<file path="src/rtl/pipe_pkg.sv">
`default_nettype none
// ============================================================================
//  Module   : pipe_pkg
//  Purpose  : Shared definitions for the elastic pipeline register family:
//             stage-count limit, count_o width helper and the default MEM/WB
//             payload/control layouts so callers can pack and unpack fields.
//  Ports    : none (package)
//  Revision : 1.0 - initial release
// ============================================================================
package pipe_pkg;

  localparam int STAGES_MAX = 4;

  // Width needed to hold 0..2*stages (each stage holds main + skid entry).
  function automatic int count_w(input int stages);
    return $clog2(2 * stages + 1);
  endfunction

  typedef struct packed {
    logic [31:0] alu;
    logic [31:0] data;
    logic [4:0]  rd;
  } memwb_payload_t;

  typedef struct packed {
    logic mem_to_reg;
    logic reg_write;
  } memwb_ctrl_t;

endpackage : pipe_pkg
`default_nettype wire

</file>
<file path="src/rtl/pipe_skid_stage.sv">
`default_nettype none
// ============================================================================
//  Module   : pipe_skid_stage
//  Purpose  : One elastic pipeline stage: main register plus skid register.
//             in_ready_o is the inverted skid flag, so it is purely registered
//             and never depends on out_ready_i in the same cycle.
//  Ports    : clk_i, rst_n_i          - clock, async active-low reset
//             flush_i                 - synchronous kill of held entries
//             in_valid_i/in_ready_o   - upstream handshake
//             in_data_i/in_ctrl_i     - incoming payload / control
//             out_valid_o/out_ready_i - downstream handshake
//             out_data_o/out_ctrl_o   - main register contents (unmasked)
//             fill_o                  - number of entries held (0..2)
//  Revision : 1.0 - initial release
// ============================================================================
module pipe_skid_stage #(
  parameter int DATA_W = 69,
  parameter int CTRL_W = 2
) (
  input  logic              clk_i,
  input  logic              rst_n_i,
  input  logic              flush_i,
  input  logic              in_valid_i,
  output logic              in_ready_o,
  input  logic [DATA_W-1:0] in_data_i,
  input  logic [CTRL_W-1:0] in_ctrl_i,
  output logic              out_valid_o,
  input  logic              out_ready_i,
  output logic [DATA_W-1:0] out_data_o,
  output logic [CTRL_W-1:0] out_ctrl_o,
  output logic [1:0]        fill_o
);

  logic              m_valid_q, m_valid_d;
  logic [DATA_W-1:0] m_data_q,  m_data_d;
  logic [CTRL_W-1:0] m_ctrl_q,  m_ctrl_d;
  logic              s_valid_q, s_valid_d;
  logic [DATA_W-1:0] s_data_q,  s_data_d;
  logic [CTRL_W-1:0] s_ctrl_q,  s_ctrl_d;

  logic w_in_xfer;
  logic w_out_xfer;

  assign w_in_xfer  = in_valid_i & ~s_valid_q;
  assign w_out_xfer = m_valid_q & out_ready_i;

  always_comb begin
    m_valid_d = m_valid_q;
    m_data_d  = m_data_q;
    m_ctrl_d  = m_ctrl_q;
    s_valid_d = s_valid_q;
    s_data_d  = s_data_q;
    s_ctrl_d  = s_ctrl_q;
    if (flush_i) begin
      // Flush wins over any same-cycle input transfer; data may stay stale.
      m_valid_d = 1'b0;
      s_valid_d = 1'b0;
    end else if (w_out_xfer || !m_valid_q) begin
      if (s_valid_q) begin
        // Skid is older than anything upstream (ready was low), refill main.
        m_valid_d = 1'b1;
        m_data_d  = s_data_q;
        m_ctrl_d  = s_ctrl_q;
        s_valid_d = 1'b0;
      end else begin
        m_valid_d = w_in_xfer;
        if (w_in_xfer) begin
          m_data_d = in_data_i;
          m_ctrl_d = in_ctrl_i;
        end
      end
    end else if (w_in_xfer) begin
      // Main is stuck; ready was still high so park the entry in skid.
      s_valid_d = 1'b1;
      s_data_d  = in_data_i;
      s_ctrl_d  = in_ctrl_i;
    end
  end

  always_ff @(posedge clk_i or negedge rst_n_i) begin
    if (!rst_n_i) begin
      m_valid_q <= 1'b0;
      m_data_q  <= '0;
      m_ctrl_q  <= '0;
      s_valid_q <= 1'b0;
      s_data_q  <= '0;
      s_ctrl_q  <= '0;
    end else begin
      m_valid_q <= m_valid_d;
      m_data_q  <= m_data_d;
      m_ctrl_q  <= m_ctrl_d;
      s_valid_q <= s_valid_d;
      s_data_q  <= s_data_d;
      s_ctrl_q  <= s_ctrl_d;
    end
  end

  assign in_ready_o  = ~s_valid_q;
  assign out_valid_o = m_valid_q;
  assign out_data_o  = m_data_q;
  assign out_ctrl_o  = m_ctrl_q;
  assign fill_o      = {m_valid_q & s_valid_q, m_valid_q ^ s_valid_q};

endmodule : pipe_skid_stage
`default_nettype wire

</file>
<file path="src/rtl/pipe_stage_elastic.sv">
`default_nettype none
// ============================================================================
//  Module   : pipe_stage_elastic
//  Purpose  : Elastic pipeline register built from STAGES chained skid stages.
//             Adds occupancy count and forces the control field to zero on
//             bubbles so an empty slot never asserts write-back controls.
//  Ports    : clk_i, rst_n_i          - clock, async active-low reset
//             flush_i                 - synchronous kill of all entries
//             in_valid_i/in_ready_o   - upstream handshake (ready registered)
//             in_data_i/in_ctrl_i     - payload / control field in
//             out_valid_o/out_ready_i - downstream handshake
//             out_data_o/out_ctrl_o   - payload / masked control field out
//             count_o                 - entries currently held
//  Revision : 1.0 - initial release
// ============================================================================
module pipe_stage_elastic
  import pipe_pkg::*;
#(
  parameter int DATA_W = $bits(memwb_payload_t),
  parameter int CTRL_W = $bits(memwb_ctrl_t),
  parameter int STAGES = 1
) (
  input  logic                       clk_i,
  input  logic                       rst_n_i,
  input  logic                       flush_i,
  input  logic                       in_valid_i,
  output logic                       in_ready_o,
  input  logic [DATA_W-1:0]          in_data_i,
  input  logic [CTRL_W-1:0]          in_ctrl_i,
  output logic                       out_valid_o,
  input  logic                       out_ready_i,
  output logic [DATA_W-1:0]          out_data_o,
  output logic [CTRL_W-1:0]          out_ctrl_o,
  output logic [count_w(STAGES)-1:0] count_o
);

  localparam int CNT_W = count_w(STAGES);

  if (STAGES < 1 || STAGES > STAGES_MAX) begin : g_bad_stages
    $error("pipe_stage_elastic: STAGES must be in 1..%0d", STAGES_MAX);
  end

  // Index k is the input side of stage k; index STAGES is the block output.
  logic              w_valid [STAGES+1];
  logic              w_ready [STAGES+1];
  logic [DATA_W-1:0] w_data  [STAGES+1];
  logic [CTRL_W-1:0] w_ctrl  [STAGES+1];
  logic [1:0]        w_fill  [STAGES];
  logic [CNT_W-1:0]  w_count;

  assign w_valid[0]      = in_valid_i;
  assign w_data[0]       = in_data_i;
  assign w_ctrl[0]       = in_ctrl_i;
  assign w_ready[STAGES] = out_ready_i;

  for (genvar k = 0; k < STAGES; k++) begin : g_stage
    pipe_skid_stage #(
      .DATA_W (DATA_W),
      .CTRL_W (CTRL_W)
    ) u_stage (
      .clk_i       (clk_i),
      .rst_n_i     (rst_n_i),
      .flush_i     (flush_i),
      .in_valid_i  (w_valid[k]),
      .in_ready_o  (w_ready[k]),
      .in_data_i   (w_data[k]),
      .in_ctrl_i   (w_ctrl[k]),
      .out_valid_o (w_valid[k+1]),
      .out_ready_i (w_ready[k+1]),
      .out_data_o  (w_data[k+1]),
      .out_ctrl_o  (w_ctrl[k+1]),
      .fill_o      (w_fill[k])
    );
  end

  always_comb begin
    w_count = '0;
    for (int k = 0; k < STAGES; k++) begin
      w_count = w_count + CNT_W'(w_fill[k]);
    end
  end

  assign in_ready_o  = w_ready[0];
  assign out_valid_o = w_valid[STAGES];
  assign out_data_o  = w_data[STAGES];
  assign out_ctrl_o  = w_ctrl[STAGES] & {CTRL_W{w_valid[STAGES]}};
  assign count_o     = w_count;

endmodule : pipe_stage_elastic
`default_nettype wire
</file>
<file path="config.mk">
export PLATFORM = sky130hd
export DESIGN_NAME = pipe_stage_elastic
export DESIGN_NICKNAME = d
export VERILOG_FILES = /design/src/rtl/pipe_pkg.sv /design/src/rtl/pipe_skid_stage.sv /design/src/rtl/pipe_stage_elastic.sv
export SDC_FILE = /design/constraint.sdc
export NUM_CORES = 1
export LEC_CHECK = 0
export CORE_MARGIN = 10
export CORE_UTILIZATION = 56
export DETAILED_ROUTE_END_ITERATION = 8
export DONT_BUFFER_PORTS = 1
export GPL_TIMING_DRIVEN = 1
export HOLD_SLACK_MARGIN = 0.06
export PLACE_DENSITY = 0.71
export SYNTH_ARGS = -nofsm -noshare
export SYNTH_HDL_FRONTEND = slang
export SYNTH_HIERARCHICAL = 1
export SYNTH_SLANG_ARGS = --single-unit
</file>
<file path="constraint.sdc">
create_clock -name clk_i -period 2.03 [get_ports clk_i]
set_clock_uncertainty 0.1 [all_clocks]
set_input_delay 0.406 -clock clk_i [delete_from_list [all_inputs] [get_ports clk_i]]
set_output_delay 0.406 -clock clk_i [all_outputs]
set_load 0.1 [all_outputs]
</file>
After elaboration in Yosys (flattened, before gate mapping)
Cells that the tools add are included.

Flip-flop bits (word level): 144. Latch bits: 0. RAM bits: 0. Memory bits (read-only): 0. Input bits: 76. Output and inout bits: 75. Logic and storage cells: 31. Memories: 0.

$add $sub $neg: 0. Multipliers: 0. Divide/modulo/power cells: 0. $lt $le $gt $ge: 0. Equal/unequal tests: 0. Shifts and indexed selects: 0. Muxes and demuxes: 10. Bitwise logic cells: 8. Reduce and logical (&&, ||, !) cells: 7.

Operators with widths (count): 69-bit two-way mux (2); 1-bit two-way mux (6); 3-bit AND reduction (2); 2-bit two-way mux (2); 2-bit nonzero test (2); 1-bit bitwise AND (3); 1-bit NOT (3); 3-bit nonzero test (1); 2-bit bitwise AND (1); 1-bit zero test (1); 1-bit logical OR (1); 1-bit bitwise XOR (1).

Depth between registers and ports, before layout
Gate-level depths: netlist (run 1).

Depth in word-level cells: 5. Mapped depth: 5. Gate-level depth less buffers: 3.

By module
The synthesis (run 1) kept the hierarchy.

By module, submodules not included: pipe_skid_stage (instances 1, cells each 389, area each 6286.0 µm², seq. area each 3603.5 µm²); pipe_stage_elastic (instances 1, cells each 2, area each 12.5 µm², seq. area each 0.0 µm²).

Least setup slack after synthesis (run 1)
No wires, ideal clock.

Path type: reg2out. Start point: register g_stage[0].u_stage.m_valid_q. End point: output port count_o[1]. Arrival: 1.882 ns. Data required time: 1.524 ns. Setup slack: -0.358 ns. Cell stages (with the launch flop): 2. Buffers on the path: 0. Cells stage by stage: dfrtp_1 ha_1.

Word-level cells in the longest chain between the ends: 1.

RTL lines: from (decl) (line pipe_skid_stage.sv:34) `logic m_valid_q, m_valid_d;`; from (signal assigned) (line pipe_skid_stage.sv:89) `m_valid_q <= m_valid_d;`; 1-bit bitwise AND (line pipe_skid_stage.sv:102) `assign fill_o = {m_valid_q & s_valid_q, m_valid_q ^ s_valid_q};`; to (decl) (line pipe_stage_elastic.sv:34) `output logic [count_w(STAGES)-1:0] count_o`.

No other way between the ends.

Worst setup path in the final report (run 1)
Start point: register g_stage[0].u_stage.s_valid_q. End point: output port in_ready_o.

Word-level cells in the longest chain between the ends: 1.

RTL lines: from (decl) (line pipe_skid_stage.sv:37) `logic s_valid_q, s_valid_d;`; from (signal assigned) (line pipe_skid_stage.sv:92) `s_valid_q <= s_valid_d;`; 1-bit NOT (line pipe_skid_stage.sv:98) `assign in_ready_o = ~s_valid_q;`; to (decl) (line pipe_stage_elastic.sv:27) `output logic in_ready_o,`.

No other way between the ends.

==> flow_metrics.tcl, run 1 <==
set metrics [dict create \
    fillCellCount 719 \
    max-cap-violations 0 \
    dieArea_mm2 0.0159 \
    ir_drop_mv 0.674 \
    ys_warn_count 6 \
    cts_tree "yes" \
    start_util_pct 57.6 \
    layout-drive-gt1-share_pct 53.8 \
    met1_length_um 5490 \
    synth_edf_count 0 \
    crit_fanout 34 \
    cts_max_path_buffers 2 \
    post-route-period-util_pct 97.7 \
    slew_headroom_pct 36.6 \
    critPathRequiredTime_ns 1.52 \
    io_pins 151 \
    wl_um 13400 \
    antenna_found_initial 0 \
    crit_buf_inv 3 \
    grt_pass1_vias 3893 \
    postCtsHoldBufs 71 \
    clkSinkCount 144 \
    violations "hold timing" \
    yosys.area.top_type "dfrtp_1" \
    syn_avg_cell_area_um2 16.1 \
    syn_to_final_growth_pct 23.7 \
    firstDrtPassIters 4 \
    power_per_cell_area_mw_per_mm2 1260 \
    synth.net_count 468 \
    numCtsBuffers 17 \
    grt_max_degree 145 \
    setup_tns_ns 0 \
    synthTopCellsByArea "dfrtp_1 (57%), mux2_2 (37%), buf_6 (2.3%), mux2_1 (1.1%), buf_2 (0.56%)" \
    setup_viol_count_final 0 \
    antenna_cells 0 \
    wl_per_cell_um 21.5 \
    die-width_um 126 \
    rsz0062_at_grt "false" \
    fp-row-count 38 \
    synth_top_area_share_pct 57.2 \
    path_cells "buf_12 > inv_1 > buf_6" \
    fin_crit_ns 1.98 \
    grt_pass1_wl_um 21800 \
    status "finished, violations left" \
    rrSetupSlack_ns 0.25 \
    dieHeight_um 126 \
    slew_viol_final 0 \
    core_area_mm2 0.0109 \
    antenna_left 0 \
    criticalPathCategory "flip-flop to primary output" \
    synth.most_common_cell "mux2_2" \
    hold_class "input pin to asynchronous set/reset pin" \
    critPathTopFamily "flip-flops" \
    seq_area_frac_synth_pct 57.2 \
    drcViolationCount 0 \
    io_buffer_count 0 \
    clock_latency_ns 0.40 \
    slowest_delay_ns 0.53 \
    synthesis.instances 391 \
    startpoint_type "flip-flop" \
    cts-root-buf "clkbuf_16" \
    worst_slew_pin_slew_ns 0.951 \
    worst_path_max_delay_cell "dfrtp_4" \
    htreeDepth 4 \
    synth.distinct_cells 17 \
    grt_util_all_layers_pct 17.0 \
    syn-cell-area_mm2 0.00630 \
    fmaxAchievable_ghz 0.504 \
    ys_ff_latch 144 \
    hold_violations 144 \
    arrival_ns 1.48 \
    synth_ff_type "dfrtp_1" \
    holdWs_ns -0.404 \
    met2_length_um 6560 \
    dr_wl_met3_um 1320 \
    clkTransAtPathRegs_ns 0.06 \
    synth_common_cells "mux2_2 (207), dfrtp_1 (144), buf_6 (13)" \
    grt-ovfl-total 0 \
    vias_per_cell 5.50 \
    highest_layer "met4" \
    synth-async-reset-ratio_pct 100 \
    nNetsFinal 550 \
    dpl.hpwl_um 8320 \
    place.gp.congestion 0.731 \
    critPathCaptureType "primary output" \
    dr.first_iter.drc_count 146 \
    vias 3438 \
    leakagePower_nw 3.29 \
]
layout by cell type, fill, tap and decap left out:
master and n:
mux2_2 207, dfrtp_1 142, dlygate4sd3_1 71, clkbuf_16 17, buf_12 8, mux2_1 6, clkinvlp_4 5, clkbuf_8 5
buf_4 5, clkinv_2 3, and2_2 2, bufinv_16 1, inv_1 1, nor2b_4 1, nor2_1 1, nor3_4 1
nor2_4 1, nand3_4 1, nand2b_1 1, a21oi_1 1, nor3_1 1, ha_2 1, dfrtp_2 1, dfrtp_4 1
buf_6 1
routing by layer:
layer  global-route usage [%]  vias to the layer above
met2                     27.1                       99
met4                     4.96                        0
li1                         -                     1571
met3                     8.52                        5
met1                     19.9                     1763
met5                        0                        -
per-stage QoR:
step	area [um2]	std cells	worst slack, ns	utilization, %	total power, mW
2_1_floorplan	6300	391	0.0615	-	6.51
3_3_place_gp	6480	521	0.194	59.3	6.70
3_5_place_dp	6480	521	0.153	59.3	6.77
4_1_cts	7790	625	0.0230	71.2	9.89
5_1_grt	7790	625	0.00294	71.2	10.2
6_report	7790	625	0.0464	71.2	9.79
path summary, 6_finish.rpt:
check / start / endpoint / cells past startpoint
max reg2reg: g_stage[0].u_stage/s_valid_q / g_stage[0].u_stage/out_data_o[24] / 4
min in group clk_i: in_data_i[27] / g_stage[0].u_stage/s_data_q[27] / 1
min: rst_n_i / g_stage[0].u_stage/s_data_q[65] / 0
min reg2reg: g_stage[0].u_stage/s_data_q[11] / g_stage[0].u_stage/s_data_q[11] / 1
max: g_stage[0].u_stage/s_valid_q / in_ready_o / 3
max in group asynchronous: rst_n_i / g_stage[0].u_stage/out_data_o[55] / 0
repair_timing:
action                                  CTS  global route
setup buffers                             2             0
endpoints found under the setup margin    2             0
gates resized for setup                   1             0
hold endpoints to repair                216           144
sequential cells by signal (all words and copies together), names as in the netlist:
register                     cells
g_stage.u_stage/s_ctrl_q         2
g_stage.u_stage/out_valid_o      1
g_stage.u_stage/out_ctrl_o       2
g_stage.u_stage/out_data_o      69
g_stage.u_stage/s_data_q        69
g_stage.u_stage/s_valid_q        1
layout make-up:
| type | count | area (um2) | area share [%] |
|---|---|---|---|
| clock inverter | 9 | 82.6 | 1.06 |
| timing repair buffer | 85 | 920 | 11.8 |
| inverter | 1 | 3.75 | 0.0482 |
| multi-input combinational | 224 | 2510 | 32.2 |
| sequential | 144 | 3610 | 46.3 |
| tap | 140 | 175 | 2.25 |
| clock buffer | 22 | 494 | 6.34 |
report_power, final:
| part | switching (mW) | internal, mW | leakage (nW) |
|---|---|---|---|
| Clock | 1.13 | 1.83 | 0.272 |
| Combinational | 0.327 | 0.699 | 1.29 |
| Sequential | 2.35 | 3.46 | 1.73 |
| Total | 3.80 | 5.99 | 3.29 |
cells by family (layout without fill, tap and decap cells):
group                      count (synthesis)  in the layout  synth area share (%)
AOI/OAI and AO/OA                          1              1                0.0794
adders and majority gates                  1              1                 0.199
buffers and inverters                     23            117                  3.18
DFF                                      144            144                  57.2
muxes                                    213            213                  38.1
and+or+nand+nor                            9              9                  1.25
Power figures use the tool's default switching activity.
==> run 2, diff against run 1 <==
Settings changed: ABC_CLOCK_PERIOD_IN_PS set to 2029, CELL_PAD_IN_SITES_DETAIL_PLACEMENT set to 1, CELL_PAD_IN_SITES_GLOBAL_PLACEMENT set to 2, CORE_UTILIZATION 56 to 44, PLACE_DENSITY 0.71 to unset, PLACE_DENSITY_LB_ADDON set to 0.1.
==> run 2 against run 1 <==
Against the previous run:
- the flow still finishes with violations (hold timing)
- via count grew 4.0%
- combinational power is essentially flat
- worst setup slack gained 0.0062 ns
- design area grew 1.9%
- largest power group unchanged
- fmax grew 0.31%
==> flow_metrics.tcl, run 2 (synthesis gave the netlist of run 1 again) <==
set metrics [dict create \
    status "finished, violations left" \
    violations "hold timing" \
    slew_headroom_pct 35.9 \
    path_cells "ha_2 > buf_12" \
    drcViolationCount 0 \
    critPathCaptureType "primary output" \
    leakagePower_nw 3.35 \
    grt_util_all_layers_pct 15.5 \
    cts_max_path_buffers 2 \
    worst_slew_pin_slew_ns 0.961 \
    io_pins 151 \
    arrival_ns 1.47 \
    cts_tree "yes" \
    fin_ws_ns 0.0526 \
    htreeDepth 4 \
    nNetsFinal 553 \
    hold_violations 144 \
    vias_per_cell 5.35 \
    setup_viol_count_final 0 \
    startpoint_type "flip-flop" \
    mostFrequentLayoutCell "mux2_2" \
    path_depth 2 \
    vias 3574 \
    dr.first_iter.drc_count 168 \
    worst_path_max_delay_cell "dfrtp_4" \
    dpl.hpwl_um 9400 \
    fmaxAchievable_ghz 0.506 \
    max-cap-violations 0 \
    post-route-period-util_pct 97.4 \
    cts-root-buf "clkbuf_16" \
    worstRegToRegCells 4 \
    antenna_left 0 \
    ir_drop_mv 0.736 \
    syn_to_final_growth_pct 26.1 \
    slowest_delay_ns 0.52 \
    slew_viol_final 0 \
    firstDrtPassIters 3 \
    dpl_worst_slack_ns 0.257 \
    place.gp.congestion 0.708 \
    fillCellCount 1287 \
    grt_pass1_wl_um 23900 \
    multiInputGateArea_mm2 0.00251 \
    start_util_pct 45.2 \
    regArea_mm2 0.00361 \
    grt_pass1_vias 4120 \
    io_buffer_count 0 \
    die-width_um 140 \
    criticalPathCategory "flip-flop to primary output" \
    fin_crit_ns 1.98 \
    rrSetupSlack_ns 0.26 \
    antenna_found_initial 0 \
    final_util_pct 57.0 \
    setup_tns_ns 0 \
    dieHeight_um 140 \
    hold_class "input pin to asynchronous set/reset pin" \
    critPathRequiredTime_ns 1.52 \
    wl_um 15300 \
    rsz0062_at_grt "false" \
    grt-ovfl-total 0 \
    core_area_mm2 0.0139 \
    clkTransAtPathRegs_ns 0.06 \
    dieArea_mm2 0.0195 \
    fp-row-count 43 \
    crit_buf_inv 1 \
    critPathTopFamily "flip-flops" \
    postCtsHoldBufs 72 \
    grt_max_degree 145 \
    antenna_cells 0 \
    wl_per_cell_um 23.0 \
    clock_latency_ns 0.41 \
    layout_common_cells "mux2_2 (207), dfrtp_1 (142), dlygate4sd3_1 (72)" \
    crit_fanout 5 \
    layout-drive-gt1-share_pct 53.7 \
    holdWs_ns -0.418 \
    clkSinkCount 144 \
    numCtsBuffers 17 \
    power_per_cell_area_mw_per_mm2 1270 \
]
-- run 2: changes by cell type in the layout (fill, tap and decap cells not counted), sizes merged --
cell,change
clkinvlp,-4
dlygate4sd3,+1
buf,+1
clkinv,+3
bufinv,+2
-- run 2: timing repair --
| action | 4_1_cts | 5_1_grt |
|---|---|---|
| endpoints found under the hold margin | 217 | 144 |
| buffers inserted | 0 | 2 |
| pin swaps | 0 | 0 |
| setup endpoints to repair | 1 | 2 |
| cloned | 0 | 1 |
| gates resized for setup | 1 | 3 |
-- run 2: report_power, final --
group / internal [mW] / total [mW] / switching [mW]
combinational: 0.706 / 1.05 / 0.340
sequential: 3.46 / 5.82 / 2.36
clock: 2.02 / 3.19 / 1.17
-- run 2: through the flow --
step | instance area [um2] | hold WS (ns) | std cells | power, mW
6_report | 7940 | -0.418 | 668 | 10.1
5_1_grt | 7940 | -0.446 | 668 | 10.4
4_1_cts | 7890 | -0.438 | 665 | 10.1
3_5_place_dp | 6560 | 0.0161 | 562 | 6.81
3_3_place_gp | 6560 | 0.0151 | 562 | 6.71
2_1_floorplan | 6300 | 0.0104 | 391 | 6.51
-- run 2: area by class of cell --
type                    count  area share (%)
clock buffers              21            5.92
clock inverters            10            1.70
inverters                   1          0.0473
multi-input cells         224            31.6
flip-flops and latches    144            45.4
well taps                 180            2.84
repair buffers             88            12.5
-- run 2: worst paths after layout --
kind                                           startpoint                                 to
setup / recovery             g_stage[0].u_stage/s_valid_q                         count_o[0]
hold / removal                                    rst_n_i    g_stage[0].u_stage/s_data_q[65]
setup reg to reg           g_stage[0].u_stage/out_valid_o  g_stage[0].u_stage/out_data_o[35]
hold reg to reg            g_stage[0].u_stage/s_ctrl_q[0]     g_stage[0].u_stage/s_ctrl_q[0]
max in group asynchronous                         rst_n_i  g_stage[0].u_stage/out_data_o[59]
min in group clk_i                            out_ready_i       g_stage[0].u_stage/s_valid_q
-- run 2: worst reg2reg max path: stages (launching register included) --
cell	delay (ns)
dfrtp_2	0.43
nor2b_4	0.16
nor3_4	0.26
buf_12	0.29
mux2_2	0.41
-- run 2: per-layer routing --
metal / GRT usage [%] / vias up / part of all wire [%]
li1: - / 1570 / -
met1: 17.8 / 1889 / 41
met2: 25.0 / 101 / 49
met3: 8.06 / 14 / 9.2
met4: 4.08 / 0 / 0.96
met5: 0 / - / 0
